[config.mk]
export PLATFORM = sky130hd
export DESIGN_NAME = bit_modulator
export DESIGN_NICKNAME = d
export VERILOG_FILES = /design/src/rtl/bit_mod_pkg.sv /design/src/rtl/bit_modulator_symbol_timer.sv /design/src/rtl/bit_modulator.sv
export SDC_FILE = /design/constraint.sdc
export NUM_CORES = 1
export LEC_CHECK = 0
export ABC_CLOCK_PERIOD_IN_PS = 4050
export BUFFER_PORTS_ARGS = -buffer_cell sky130_fd_sc_hd__buf_4
export CAP_MARGIN = 10
export CORE_ASPECT_RATIO = 0.7
export CORE_MARGIN = 5
export CORE_UTILIZATION = 50
export CTS_CLUSTER_DIAMETER = 30
export CTS_CLUSTER_SIZE = 28
export DETAILED_ROUTE_END_ITERATION = 8
export GPL_TIMING_DRIVEN = 0
export PLACE_DENSITY = 0.71
export SLEW_MARGIN = 20
export SYNTH_ARGS = -nofsm -noshare
export SYNTH_HDL_FRONTEND = slang
export SYNTH_SLANG_ARGS = --single-unit
[constraint.sdc]
create_clock -name CLK -period 4.05 [get_ports CLK]
set_input_delay 0 -clock CLK [delete_from_list [all_inputs] [get_ports CLK]]
set_output_delay 0 -clock CLK [all_outputs]
set_load 0.01 [all_outputs]
[src/rtl/bit_mod_pkg.sv]
// Shared types and constants for the framed 1-bit modulator (bit_modulator).
// The MANCHESTER_EN macro selects Manchester-coded data symbols in the top.
package bit_mod_pkg;

    typedef enum logic [1:0] {
        IDLE  = 2'd0,
        START = 2'd1,
        DATA  = 2'd2,
        STOP  = 2'd3
    } state_t;

    localparam logic START_LEVEL = 1'b1;
    localparam logic STOP_LEVEL  = 1'b0;
    localparam logic IDLE_LEVEL  = 1'b0;

    localparam int DEFAULT_DATA_W = 8;
    localparam int FRAME_SYMBOLS  = DEFAULT_DATA_W + 2;

    function automatic int frame_symbols(input int data_w);
        return data_w + 2;
    endfunction

endpackage

[src/rtl/bit_modulator_symbol_timer.sv]
// Per-symbol sample counter: counts 0..SAMPLES_PER_BIT-1 while enabled, held at 0 otherwise.
// Flags the first and last sample of a symbol and its second half.
module symbol_timer
    import bit_mod_pkg::*;
#(
    parameter int SAMPLES_PER_BIT = 64
) (
    input  logic i_clk,
    input  logic i_rst_n,
    input  logic i_en,
    output logic o_first,
    output logic o_last,
    output logic o_half
);

    localparam int CW = (SAMPLES_PER_BIT > 1) ? $clog2(SAMPLES_PER_BIT) : 1;
    localparam logic [CW-1:0] LAST_CNT = CW'(SAMPLES_PER_BIT - 1);
    localparam logic [CW-1:0] HALF_CNT = CW'(SAMPLES_PER_BIT / 2);

    logic [CW-1:0] r_cnt;

    always_ff @(posedge i_clk or negedge i_rst_n) begin
        if (!i_rst_n) begin
            r_cnt <= '0;
        end else if (!i_en || (r_cnt == LAST_CNT)) begin
            r_cnt <= '0;
        end else begin
            r_cnt <= r_cnt + 1'b1;
        end
    end

    assign o_first = (r_cnt == '0);
    assign o_last  = (r_cnt == LAST_CNT);
    // High for the second half of the symbol; drives the Manchester inversion.
    assign o_half  = (r_cnt >= HALF_CNT);

endmodule

[src/rtl/bit_modulator.sv]
// Byte-to-framed-serial modulator: start, DATA_W bits MSB-first, stop; each symbol SAMPLES_PER_BIT cycles.
// Define MANCHESTER_EN to invert each data symbol's second half (Manchester coding).
module bit_modulator
    import bit_mod_pkg::*;
#(
    parameter int SAMPLES_PER_BIT = 64,
    parameter int DATA_W          = 8
) (
    input  logic              CLK,
    input  logic              RST,
    input  logic [DATA_W-1:0] DIN,
    input  logic              DIN_VALID,
    output logic              DIN_READY,
    output logic              OUT,
    output logic              BUSY,
    output logic              SYM_STROBE
);

    localparam int IDXW = (DATA_W > 1) ? $clog2(DATA_W) : 1;
    localparam logic [IDXW-1:0] IDX_TOP = IDXW'(DATA_W - 1);
`ifdef MANCHESTER_EN
    localparam logic MANCH = 1'b1;
`else
    localparam logic MANCH = 1'b0;
`endif

    state_t            r_state;
    state_t            w_state_nxt;
    logic [IDXW-1:0]   r_bit_idx;
    logic [IDXW-1:0]   w_bit_idx_nxt;
    logic [DATA_W-1:0] r_shift;
    logic              w_first;
    logic              w_last;
    logic              w_half;
    logic              w_active;
    logic              w_xfer;
    logic              w_level;
    logic              r_out_p1;
    logic              r_busy_p1;
    logic              r_strobe_p1;

    assign w_active  = (r_state != IDLE);
    assign DIN_READY = (r_state == IDLE) || ((r_state == STOP) && w_last);
    assign w_xfer    = DIN_VALID && DIN_READY;

    symbol_timer #(
        .SAMPLES_PER_BIT(SAMPLES_PER_BIT)
    ) u_timer (
        .i_clk  (CLK),
        .i_rst_n(RST),
        .i_en   (w_active),
        .o_first(w_first),
        .o_last (w_last),
        .o_half (w_half)
    );

    always_ff @(posedge CLK or negedge RST) begin
        if (!RST) begin
            r_state   <= IDLE;
            r_bit_idx <= '0;
        end else begin
            r_state   <= w_state_nxt;
            r_bit_idx <= w_bit_idx_nxt;
        end
    end

    always_ff @(posedge CLK or negedge RST) begin
        if (!RST) begin
            r_shift <= '0;
        end else if (w_xfer) begin
            r_shift <= DIN;
        end
    end

    always_comb begin
        w_state_nxt   = r_state;
        w_bit_idx_nxt = r_bit_idx;
        w_level       = IDLE_LEVEL;
        case (r_state)
            IDLE: begin
                if (w_xfer) begin
                    w_state_nxt = START;
                end
            end
            START: begin
                w_level = START_LEVEL;
                if (w_last) begin
                    w_state_nxt   = DATA;
                    w_bit_idx_nxt = IDX_TOP;
                end
            end
            DATA: begin
                w_level = r_shift[r_bit_idx] ^ (MANCH & w_half);
                if (w_last) begin
                    if (r_bit_idx == '0) begin
                        w_state_nxt = STOP;
                    end else begin
                        w_bit_idx_nxt = r_bit_idx - 1'b1;
                    end
                end
            end
            STOP: begin
                w_level = STOP_LEVEL;
                // A transfer on the last stop sample chains straight into the next frame.
                if (w_last) begin
                    w_state_nxt = w_xfer ? START : IDLE;
                end
            end
            default: begin
                w_state_nxt = IDLE;
            end
        endcase
    end

    // Output stage: registered view of the current symbol, one cycle behind the state.
    always_ff @(posedge CLK or negedge RST) begin
        if (!RST) begin
            r_out_p1    <= 1'b0;
            r_busy_p1   <= 1'b0;
            r_strobe_p1 <= 1'b0;
        end else begin
            r_out_p1    <= w_level;
            r_busy_p1   <= w_active;
            r_strobe_p1 <= w_active && w_first;
        end
    end

    assign OUT        = r_out_p1;
    assign BUSY       = r_busy_p1;
    assign SYM_STROBE = r_strobe_p1;

endmodule

* Word level (Yosys, flattened, before mapping)
Cells that the tools add are included.
Widths: inputs -> output; s select.
** Storage, ports and cells
- Latch bits :: 0
- Bits in read-only memories :: 0
- Memories :: 0
- Bits in registers :: 22
- Bits in writable memories :: 0
** Cells by class
- Add/sub/neg operators :: 2
- Divide/modulo/power cells :: 0
- Reductions and logical operators :: 13
- Equal/unequal tests :: 10
- $mul :: 0
- Mux-type cells :: 15
- $lt $le $gt $ge :: 1
- Shift operators :: 0
- Bitwise logic cells :: 0
** Operators with widths (number)
- $ne 2x2->1 const B :: 6
- $mux 2 :: 5
- $mux 3 :: 3
- $pmux 2 s4 :: 1
- $add 6x1->6 const B :: 1
- $eq 6x6->1 const B :: 1
- $logic_not 6->1 :: 1
- $mux 6 :: 1
- $pmux 3 s2 :: 1
- $reduce_and 5->1 :: 1
- $eq 2x2->1 const B :: 2
- $lt 3x4->1 const B :: 1
- $reduce_and 4->1 :: 1
- $reduce_bool 2->1 :: 2
- $bmux 1 s3 :: 1
- $logic_and 1x1->1 :: 3
- $logic_not 3->1 :: 1
- $sub 3x1->3 const B :: 1
- $eq 2x1->1 const B :: 1
- $logic_not 2->1 :: 1
- $logic_or 1x1->1 :: 2
- $mux 1 :: 2
- $pmux 1 s2 :: 1
- $logic_not 1->1 :: 1

* Depth between registers and ports, before layout
- Depth after elaboration :: 7
- Gate-level depth with buffers :: 7

* Cells and area by module
From an unflattened synthesis, not the netlist that was laid out.
** Unflattened totals
- Cells, all modules :: 105
- Area, all modules :: 1163.6 µm²
** By module, submodules not included
- bit_modulator :: cells an instance 74, instances 1, area an instance 859.6 µm²
- symbol_timer :: cells an instance 31, instances 1, area an instance 304.0 µm²

* Worst setup path before layout
OpenSTA, ideal clock, no wires.
- Path type :: reg-to-reg
- Start point :: register u_timer.r_cnt[0]
- End point :: register r_shift[0]
- Path slack :: 2.302 ns
- Stages on the path, launching flop included :: 7
- Data required time :: 3.925 ns
- Data arrival time :: 1.623 ns
- Path through :: dfrtp_1 -> ha_1 -> nand3_2 -> or2_1 -> buf_6 -> o21ai_4 -> mux2_2
** Between the ends
- Cells in the longest elaborated chain, start to end :: 4
** RTL lines
- start: declaration :: RTL line bit_modulator_symbol_timer.sv:20 : logic [CW-1:0] r_cnt;
- start signal: assignment :: RTL line bit_modulator_symbol_timer.sv:28 : r_cnt <= r_cnt + 1'b1;
- $eq 6x6->1 :: RTL line bit_modulator_symbol_timer.sv:33 : assign o_last = (r_cnt == LAST_CNT);
- $logic_and 1x1->1 :: RTL line bit_modulator.sv:43 : assign DIN_READY = (r_state == IDLE) || ((r_state == STOP) && w_last);
- $logic_or 1x1->1 :: RTL line bit_modulator.sv:43
- $logic_and 1x1->1 :: RTL line bit_modulator.sv:44 : assign w_xfer = DIN_VALID && DIN_READY;
- end signal: assignment :: RTL line bit_modulator.sv:69 : r_shift <= '0;
- end signal: assignment :: RTL line bit_modulator.sv:71 : r_shift <= DIN;
- end: declaration :: RTL line bit_modulator.sv:31 : logic [DATA_W-1:0] r_shift;
Every way passes these cells.
A chain may end at the register's enable or synchronous reset.

* Final worst setup path
- Start point :: register r_bit_idx[0]
- End point :: register r_state[1]
** Between the ends
- Cells in the longest elaborated chain, start to end :: 3
** RTL lines
- start: declaration :: RTL line bit_modulator.sv:29 : logic [IDXW-1:0] r_bit_idx;
- start signal: assignment :: RTL line bit_modulator.sv:63 : r_bit_idx <= w_bit_idx_nxt;
- $logic_not 3->1 :: RTL line bit_modulator.sv:95 : if (r_bit_idx == '0) begin
- $ne 2x2->1 (no source line)
- $reduce_and 5->1 (no source line)
- end signal: assignment :: RTL line bit_modulator.sv:62 : r_state <= w_state_nxt;
- end: declaration :: RTL line bit_modulator.sv:27 : state_t r_state;
Every way passes these cells.

==> results.toml <==
[global_route]
grt_overflow = 0
antenna_found_initial = 0
grt_usage_pct = 15.25
grt_max_degree = 23
grt_pass1_vias = 905
grt_pass1_wl_um = 3974

[synth]
synthDistinctLibCells = 33
synth_compound_gate_area_share_pct = 10.01
synthAdderAreaFrac_pct = 9.484
synth-edff-count = 0
synthCells = 109
synth_top_family_by_area = "simple AND/OR/NAND/NOR gates"
yosysSeqAreaShare_pct = 46.36
synth_xor_area_share_pct = 2.950
syn_area_sq_um = 1187
async_flop_share_pct = 100.0
synth-seq-cells = 22
ys_warn_count = 0
synthMuxAreaShare_pct = 12.12
syn_area_per_cell_sq_um = 10.89
synth_flop_cell = "dfrtp_1"
synth_simple_gate_area_share_pct = 14.33
syn_nets = 129

[placement]
pre_cts_ws_ns = 2.022
gp_congestion = 0.7723
port_buffers = 14
place_area_sq_um = 1333
dp_hpwl_um = 1718
dp_cells = 155

[drt]
drt_wl_total_um = 2220
ant_nets = 0
vias_per_cell = 5.012
vias = 842
wl_per_cell_um = 13.21
drc = 0
drt_iter0_drc = 49
dr.pass1.iters = 4

[clock_tree]
hold_buffers = 9
cts_inserted_buffers = 3
worstSkewPairLatency_ns = 0.31
clk_pin_slew_ns = 0.12
post_cts_buffers = 0
h-tree-depth = 1
cts_sinks = 22
cts.repair.resized = 0
cts_tree = "done"
clockRootBuffer = "clkbuf_4"
cts_buffer_depth = 2

[setup_path]
crit_fanout = 7
reg2reg_slack_ns = 2.02
cp_cell_sequence = "clkbuf_1 -> inv_1 -> ha_1 -> nand2b_1 -> a211oi_1 -> o21ai_0 -> mux2_2"
cp-end-kind = "register"
crit_path_max_incr_delay_ns = 0.37
cp_top_family = "compound AO/OA/AOI/OAI gates"
rr_endpoint = "r_state[1]$_DFFE_PN0P_"
path_buf_inv = 2
timing.rr.start = "r_bit_idx[0]$_DFFE_PN0P_"
crit_type = "reg -> reg"
reg2regPathDepth = 7
required_ns = 4.26
setup.worst_path.start_class = "register"
cpMaxStageDelayCell = "mux2_2"
cp.arrival_ns = 2.24

[timing]
layout_setup_ws_ns = 2.024
finClkSkew_ns = 0.002956
rsz0062_at_grt = "no"
setup_tns_ns = 0
hold_violations = 0
fmax_mhz = 493.6
min_period_over_period_pct = 50.02
setup_viol = 0
period_needed_ns = 2.026
drv_slew = 0
max_slew_margin_pct = 70.22
tightest_slew_ns = 0.4450

[pwr]
clock_power_share_pct = 14.4
combPwrFrac_pct = 42.4
p_leak_nw = 0.6390
p_int_mw = 0.5493
vdd_drop_max_uv = 268.1
power.density_nw_per_um2 = 578.8
switching_share_pct = 34.96
p_sw_mw = 0.2952
pwr-share-seq_pct = 43.2

[floorplan]
start_util_pct = 53.80
num_rows = 14
io_pins = 15
die_y_um = 50.77
die_area_sq_um = 3465
core_sq_um = 2207
die_width_um = 68.25

[final_layout]
seq_area_sq_um = 550.5
n_fill_cell = 181
drive_gt1_share_pct = 25.00
fin_nets = 157
instances_no_fill = 168
area_growth_pct = 22.87
num_antenna_cells = 0
utilization_pct = 66.10
multiInputGateArea_sq_um = 580.6
stdcell_area_sq_um = 1459

[status]
status = "completed"

[flow_run]
cap_viol_max_count = 0

[min_path]
hold_class = "in -> async"
## cell usage after synthesis, types with 2 or more instances
| master | instances | share of area (%) |
|---|---|---|
| nand2b_1 | 3 | 1.6 |
| xnor2_1 | 2 | 1.5 |
| xor2_1 | 2 | 1.5 |
| nor2_1 | 9 | 2.8 |
| mux2_2 | 9 | 8.5 |
| a2bb2oi_1 | 3 | 2.2 |
| o21ai_0 | 2 | 0.84 |
| clkbuf_1 | 4 | 1.3 |
| a21oi_1 | 2 | 0.84 |
| inv_1 | 8 | 2.5 |
| nand3_1 | 2 | 0.84 |
| nor3_1 | 5 | 2.1 |
| mux2i_1 | 2 | 1.7 |
| ha_1 | 9 | 9.5 |
| nand2_1 | 8 | 2.5 |
| dfrtp_1 | 22 | 46 |
## kinds of logic (layout without fill, tap and decap cells)
| group | count (synthesis) | after routing |
|---|---|---|
| adder cells (fa/ha/maj) | 9 | 9 |
| multiplexers | 12 | 12 |
| buffers and inverters | 13 | 40 |
| AO/OA/AOI/OAI | 15 | 15 |
| XOR/XNOR | 4 | 4 |
| AND/OR/NAND/NOR | 34 | 34 |
| flip-flops | 22 | 22 |
## layout by cell type (no fill, tap or decap), drive strengths merged, types with 5 or more instances in the layout
cell,Yosys,routed
nor3,5,5
nor2,9,9
mux2,9,9
ha,9,9
buf,1,15
clkbuf,4,8
dfrtp,22,22
dlygate4sd3,0,9
nand2,8,8
inv,8,8
## routing by layer
| layer | part of all wire, % | wire length, um | GRT usage [%] |
|---|---|---|---|
| met1 | 48 | 1062 | 19.48 |
| met2 | 47 | 1046 | 24.96 |
| met3 | 5.0 | 111 | 5.580 |
| met4 | 0 | 0 | 2.640 |
| met5 | 0 | 0 | 0 |
## state kept, by name, indices dropped and copies added, names as in the netlist
signal,cells
SYM_STROBE,1
BUSY,1
OUT,1
r_bit_idx,3
r_shift,8
u_timer.r_cnt,6
r_state,2
## final cells by class
type / count / share of cell area [%]
multi-input cells: 74 / 39.79
flip-flops and latches: 22 / 37.74
repair buffers: 23 / 13.38
well taps: 32 / 2.744
clock buffers: 4 / 2.487
inverters: 8 / 2.058
plain buffers: 5 / 1.801
## worst max path at each step
| stage | startpoint | end | slack (ns) | cells after the start |
|---|---|---|---|---|
| 2_1_floorplan | u_timer.r_cnt[0]$_DFF_PN0_ | r_shift[0]$_DFFE_PN0P_ | 2.30 | 6 |
| 3_3_place_gp | r_bit_idx[0]$_DFFE_PN0P_ | r_state[1]$_DFFE_PN0P_ | 2.11 | 7 |
| 3_5_place_dp | r_bit_idx[0]$_DFFE_PN0P_ | r_state[1]$_DFFE_PN0P_ | 2.02 | 7 |
| 4_1_cts | r_bit_idx[0]$_DFFE_PN0P_ | r_state[1]$_DFFE_PN0P_ | 2.00 | 7 |
| 5_1_grt | r_bit_idx[0]$_DFFE_PN0P_ | r_state[1]$_DFFE_PN0P_ | 1.82 | 7 |
| 6_report | r_bit_idx[0]$_DFFE_PN0P_ | r_state[1]$_DFFE_PN0P_ | 2.02 | 7 |
## power groups by stage
stage / Clock [mW] / Combinational, mW / Sequential (mW)
after detailed placement: 0 / 0.355 / 0.370
final: 0.121 / 0.358 / 0.365
after global routing: 0.137 / 0.405 / 0.377
after CTS: 0.124 / 0.366 / 0.365
after floorplan: 0 / 0.255 / 0.359
after global placement: 0 / 0.334 / 0.365
## stage by stage
stage | hold WS [ns] | power (mW)
finish | 0.09957 | 0.8445
global route | 0.1219 | 0.9182
CTS | 0.1011 | 0.8542
detailed placement | -0.09439 | 0.7243
global placement | -0.09821 | 0.6985
floorplan | -0.2956 | 0.6136
Power figures use the tool's default switching activity.
